[config.mk]
export PLATFORM = sky130hd
export DESIGN_NAME = reset_sequencer
export DESIGN_NICKNAME = d
export VERILOG_FILES = /design/src/rtl/rstseq_pkg.sv /design/src/rtl/button_debounce.sv /design/src/rtl/reset_sequencer.sv
export SDC_FILE = /design/constraint.sdc
export NUM_CORES = 1
export LEC_CHECK = 0
export BUFFER_PORTS_ARGS = -buffer_cell sky130_fd_sc_hd__buf_4
export CAP_MARGIN = 20
export CORE_MARGIN = 2
export CORE_UTILIZATION = 32
export DETAILED_ROUTE_END_ITERATION = 6
export HOLD_SLACK_MARGIN = 0.08
export PLACE_DENSITY_LB_ADDON = 0.3
export SYNTH_ARGS = -nofsm -noshare
export SYNTH_HDL_FRONTEND = slang
export SYNTH_HIERARCHICAL = 1
export SYNTH_SLANG_ARGS = --single-unit
[constraint.sdc]
create_clock -name sysclk -period 2.2 [get_ports sysclk]
set_input_delay 0.11 -clock sysclk [delete_from_list [all_inputs] [get_ports sysclk]]
set_output_delay 0.11 -clock sysclk [all_outputs]
set_load 0.1 [all_outputs]
[src/rtl/rstseq_pkg.sv]
// Shared types and defaults for the staged reset sequencer.
package rstseq_pkg;
  typedef enum logic [2:0] {
    WAIT_LOCK = 3'd0,
    HOLD      = 3'd1,
    MEM       = 3'd2,
    VID       = 3'd3,
    RUN       = 3'd4
  } state_e;

  localparam int CNT_W               = 16;
  localparam int DEF_HOLD_CYCLES     = 255;
  localparam int DEF_STAGE_CYCLES    = 16;
  localparam int DEF_DEBOUNCE_CYCLES = 1023;
endpackage

[src/rtl/button_debounce.sv]
// Front-panel button synchronizer plus stable-count filter.
module button_debounce
  import rstseq_pkg::*;
#(
  parameter int DEBOUNCE_CYCLES = DEF_DEBOUNCE_CYCLES
) (
  input  logic sysclk,
  input  logic reset_n,
  input  logic button,
  output logic btn_db
);
  logic             sync1_q, button_s_q;
  logic             btn_db_q, btn_db_d;
  logic [CNT_W-1:0] cnt_q, cnt_d;

  // The counter only runs while the synchronized level disagrees with btn_db.
  always_comb begin
    cnt_d    = '0;
    btn_db_d = btn_db_q;
    if (button_s_q != btn_db_q) begin
      if (cnt_q == CNT_W'(DEBOUNCE_CYCLES - 1)) btn_db_d = button_s_q;
      else                                      cnt_d    = cnt_q + CNT_W'(1);
    end
  end

  always_ff @(posedge sysclk or negedge reset_n) begin
    if (!reset_n) begin
      sync1_q    <= 1'b0;
      button_s_q <= 1'b0;
      btn_db_q   <= 1'b0;
      cnt_q      <= '0;
    end else begin
      sync1_q    <= button;
      button_s_q <= sync1_q;
      btn_db_q   <= btn_db_d;
      cnt_q      <= cnt_d;
    end
  end

  assign btn_db = btn_db_q;
endmodule

[src/rtl/reset_sequencer.sv]
// Waits for clock lock, holds all domains in reset, then releases mem, vid, cpu in order.
module reset_sequencer
  import rstseq_pkg::*;
#(
  parameter int HOLD_CYCLES     = DEF_HOLD_CYCLES,
  parameter int STAGE_CYCLES    = DEF_STAGE_CYCLES,
  parameter int DEBOUNCE_CYCLES = DEF_DEBOUNCE_CYCLES
) (
  input  logic sysclk,
  input  logic reset_n,
  input  logic dcm_locked,
  input  logic button,
  output logic mem_reset,
  output logic vid_reset,
  output logic cpu_reset,
  output logic ready
);
  logic             locked_s1_q, locked_s_q;
  logic             btn_db;
  state_e           state_q, state_d;
  logic [CNT_W-1:0] cnt_q, cnt_d;

  button_debounce #(.DEBOUNCE_CYCLES(DEBOUNCE_CYCLES)) u_debounce (
    .sysclk  (sysclk),
    .reset_n (reset_n),
    .button  (button),
    .btn_db  (btn_db)
  );

  always_comb begin
    state_d = state_q;
    cnt_d   = cnt_q;
    if (!locked_s_q) begin
      state_d = WAIT_LOCK;
      cnt_d   = '0;
    end else if (btn_db && (state_q != WAIT_LOCK)) begin
      state_d = HOLD;
      cnt_d   = '0;
    end else begin
      unique case (state_q)
        WAIT_LOCK: begin
          state_d = HOLD;
          cnt_d   = '0;
        end
        HOLD: begin
          if (cnt_q == CNT_W'(HOLD_CYCLES - 1)) begin
            state_d = MEM;
            cnt_d   = '0;
          end else cnt_d = cnt_q + CNT_W'(1);
        end
        MEM: begin
          if (cnt_q == CNT_W'(STAGE_CYCLES - 1)) begin
            state_d = VID;
            cnt_d   = '0;
          end else cnt_d = cnt_q + CNT_W'(1);
        end
        VID: begin
          if (cnt_q == CNT_W'(STAGE_CYCLES - 1)) begin
            state_d = RUN;
            cnt_d   = '0;
          end else cnt_d = cnt_q + CNT_W'(1);
        end
        RUN:     cnt_d = '0;
        default: begin
          state_d = WAIT_LOCK;
          cnt_d   = '0;
        end
      endcase
    end
  end

  always_ff @(posedge sysclk or negedge reset_n) begin
    if (!reset_n) begin
      locked_s1_q <= 1'b0;
      locked_s_q  <= 1'b0;
      state_q     <= WAIT_LOCK;
      cnt_q       <= '0;
    end else begin
      locked_s1_q <= dcm_locked;
      locked_s_q  <= locked_s1_q;
      state_q     <= state_d;
      cnt_q       <= cnt_d;
    end
  end

  // Decoded straight from the state register; any unexpected code reads as full reset.
  assign mem_reset = !((state_q == MEM) || (state_q == VID) || (state_q == RUN));
  assign vid_reset = !((state_q == VID) || (state_q == RUN));
  assign cpu_reset = (state_q != RUN);
  assign ready     = (state_q == RUN);
endmodule

==> summary.md <==
| Metric | Value |
|---|---|
| Gpl congestion | 0.739 |
| Post-Syn Area | 2080 µm² |
| Max Cap Viol | 0 |
| H-tree levels | 2 |
| Cells after Synth | 198 |
| CP required | 2.38 ns |
| Hold violation count in the final report | 0 |
| Register area | 1000 µm² |
| Yosys warning count | 6 |
| # setup viols final | 0 |
| Input/output buffers | 7 |
| Synth Flop Type | dfrtp_1 |
| Syn avg cell area | 10.5 µm² |
| Number of global-route vias before repair | 1469 |
| CTS root buf | clkbuf_8 |
| Detailed Route WL | 4.06 mm |
| Number of buffers created by CTS | 5 |
| Initial antenna violation count | 0 |
| Die width | 84.7 µm |
| Pre-CTS WS | 0.101 ns |
| Gr ovfl total | 0 |
| Utilization after layout | 0.385 |
| Worst R2R End | cnt_q[6] |
| Seq/Total Area, Yosys | 0.480 |
| Synthesized flop and latch total | 40 |
| CTS sink count | 40 |
| Tmin final | 2.10 ns |
| Post-DRT Antenna Nets | 0 |
| Longest Clk Path Bufs | 2 |
| Max-slew violations | 0 |
| Skew-Pair Late Insertion Delay | 0.30 ns |
| Initial Util | 0.330 |
| Pleak | 0.935 nW |
| Placed cells | 287 |
| Pin count of the biggest net entering global routing | 41 |
| ANT cells | 0 |
| DR vias | 1499 |
| RSZ-0062 raised after global routing | no |
| Final net count | 228 |
| Site Rows | 29 |
| Post-route setup slack | 0.0982 ns |
| Tightest Hold Check Type | in -> async |
| Asr flop ratio synth | 1.00 |
| Yosys cell types | 37 |
| R2R Path Start | cnt_q[8] |
| DIE HEIGHT | 84.7 µm |
| PD cells | 613 nW/µm² |
| Crit-path max FO | 16 |
| CTS tree | built |
| Final cell count without fillers | 298 |
| Post-CTS Setup Repair Bufs | 0 |
| Type of origin of the critical path | flop |
| Tcrit/Tclk final | 0.955 |
| Post-CTS resize count | 0 |
| Post-route DRC | 0 |
| Worst-Margin Slew | 0.515 ns |
| Max-slew headroom | 0.657 |
| Post-DP Area | 2280 µm² |
| EDFF count, synth | 0 |
| Multi-input logic area | 1010 µm² |
| Clk pin slew, worst setup/hold paths | 0.08 ns |
| Area delta synth->final | 16.8% |
| Overall global routing resource usage | 0.123 |
| Syn Nets | 206 |
| Reg2reg setup slack | 0.1 ns |
| Number of I/O pins | 8 |
| CTS Hold Bufs | 3 |
| Worst Clk Skew | 0.0101 ns |
| DP HPWL | 2.69 mm |
| WS Path Type | reg -> reg |
| Die Footprint | 7170 µm² |
| Drt first pass iters | 5 |
| Crit end category | flop |
| Share of layout cells above drive strength 1 | 0.186 |
| Critical Path AT | 2.28 ns |
| Fmax | 476 MHz |
| First-pass GRT wire length | 6.97 mm |
| Initial DRC count | 85 |
| Post-route cell area | 2430 µm² |
| WL/cell | 13.6 µm |
| Core area | 6310 µm² |
| Worst VDD drop | 370 µV |
| Status | finished clean |
| Vias/cell | 5.03 |
| R2R depth | 5 |
| # fillers | 637 |
routing by layer:
| layer | GRT usage | up-vias | routed length, µm |
|---|---|---|---|
| li1 | - | 742 | - |
| met1 | 0.153 | 736 | 1980 |
| met2 | 0.201 | 14 | 1900 |
| met3 | 0.0295 | 7 | 106 |
| met4 | 0.0563 | 0 | 86 |
| met5 | 0 | - | 0 |
critical path: stages (launching register included):
cell and delay [ns]:
dfrtp_1 0.43, or4_4 0.58, o41ai_4 0.43, o41a_1 0.30
buf_12 0.18, nor3_1 0.07
stage by stage:
step / total power, mW / TNS (ns) / hold slack, ns
global placement: 0.846 / 0 / 0.126
floorplan: 0.817 / -0.368 / -0.186
finish: 1.49 / 0 / 0.320
detailed placement: 0.847 / 0 / 0.123
CTS: 1.52 / 0 / 0.342
global route: 1.55 / 0 / 0.368
synthesized netlist by cell type, drive strengths merged, types with 2 or more instances:
| master | instances | area share |
|---|---|---|
| dfrtp | 40 | 0.48 |
| a21oi | 3 | 0.0090 |
| or3 | 4 | 0.012 |
| or4 | 7 | 0.031 |
| ha | 4 | 0.024 |
| xnor2 | 18 | 0.076 |
| or2 | 2 | 0.0060 |
| o21ai | 2 | 0.0048 |
| nor4 | 8 | 0.024 |
| nor3 | 20 | 0.070 |
| xor2 | 9 | 0.038 |
| a211oi | 2 | 0.0072 |
| nand3 | 10 | 0.024 |
| nor2 | 22 | 0.040 |
| buf | 3 | 0.020 |
| o31ai | 3 | 0.011 |
| nand2 | 10 | 0.022 |
| inv | 10 | 0.018 |
| nand4 | 9 | 0.027 |
how the worst max path moves through the flow:
stage / startpoint / end / slack [ns]
after detailed placement: cnt_q[8] / cnt_q[3] / 0.10
final: cnt_q[8] / cnt_q[6] / 0.1
after global placement: cnt_q[8] / cnt_q[3] / 0.17
after global routing: cnt_q[8] / cnt_q[3] / 0.02
after floorplan: state_q[1] / state_q[2] / -0.25
after CTS: cnt_q[8] / cnt_q[6] / 0.09
state kept, by name (all words and copies together), names as in the netlist:
name,flops
cnt_q,16
locked_s1_q,1
locked_s_q,1
state_q,3
u_debounce/btn_db,1
u_debounce/button_s_q,1
u_debounce/cnt_q,16
u_debounce/sync1_q,1
cells in the final DEF, fill, tap and decap left out, types with 2 or more instances in the layout:
cell / netlist / final
xor2_1: 9 / 9
or3_1: 4 / 4
xnor2_1: 18 / 18
or4_1: 4 / 4
nor2_1: 22 / 22
dfrtp_1: 40 / 40
ha_1: 4 / 4
a21oi_1: 2 / 2
nor3_1: 11 / 11
nor3_2: 9 / 9
nor4_1: 8 / 8
buf_4: 0 / 15
nand4_1: 9 / 9
or4_4: 3 / 3
nand2_1: 9 / 9
clkbuf_8: 0 / 7
dlygate4sd3_1: 0 / 3
or2_1: 2 / 2
nand3_1: 10 / 10
a211oi_1: 2 / 2
o31ai_1: 3 / 3
inv_1: 10 / 10
power breakdown:
group	total [mW]	switching, mW	leakage [nW]	internal [mW]
registers	0.757	0.0121	0.545	0.745
logic	0.0769	0.0503	0.325	0.0266
clock network	0.658	0.257	0.0645	0.400
cells by family (layout without fill, tap and decap cells):
kind of cell               Yosys count  after routing  synth area share
xor gates and xnor gates            27             27             0.114
DFF                                 40             40             0.480
muxes                                1              1           0.00721
adders and majority gates            4              4            0.0240
AOI/OAI and AO/OA                   14             14            0.0577
buffers and inverters               14             37            0.0402
and+or+nand+nor                     98             98             0.277
final cells by class:
type,instances,area share
clock buffers,7,0.0396
flip-flops and latches,40,0.411
multi-input cells,144,0.415
clock inverters,1,0.0123
repair buffers,19,0.0668
well taps,77,0.0396
inverters,10,0.0154
Power figures use the tool's default switching activity.
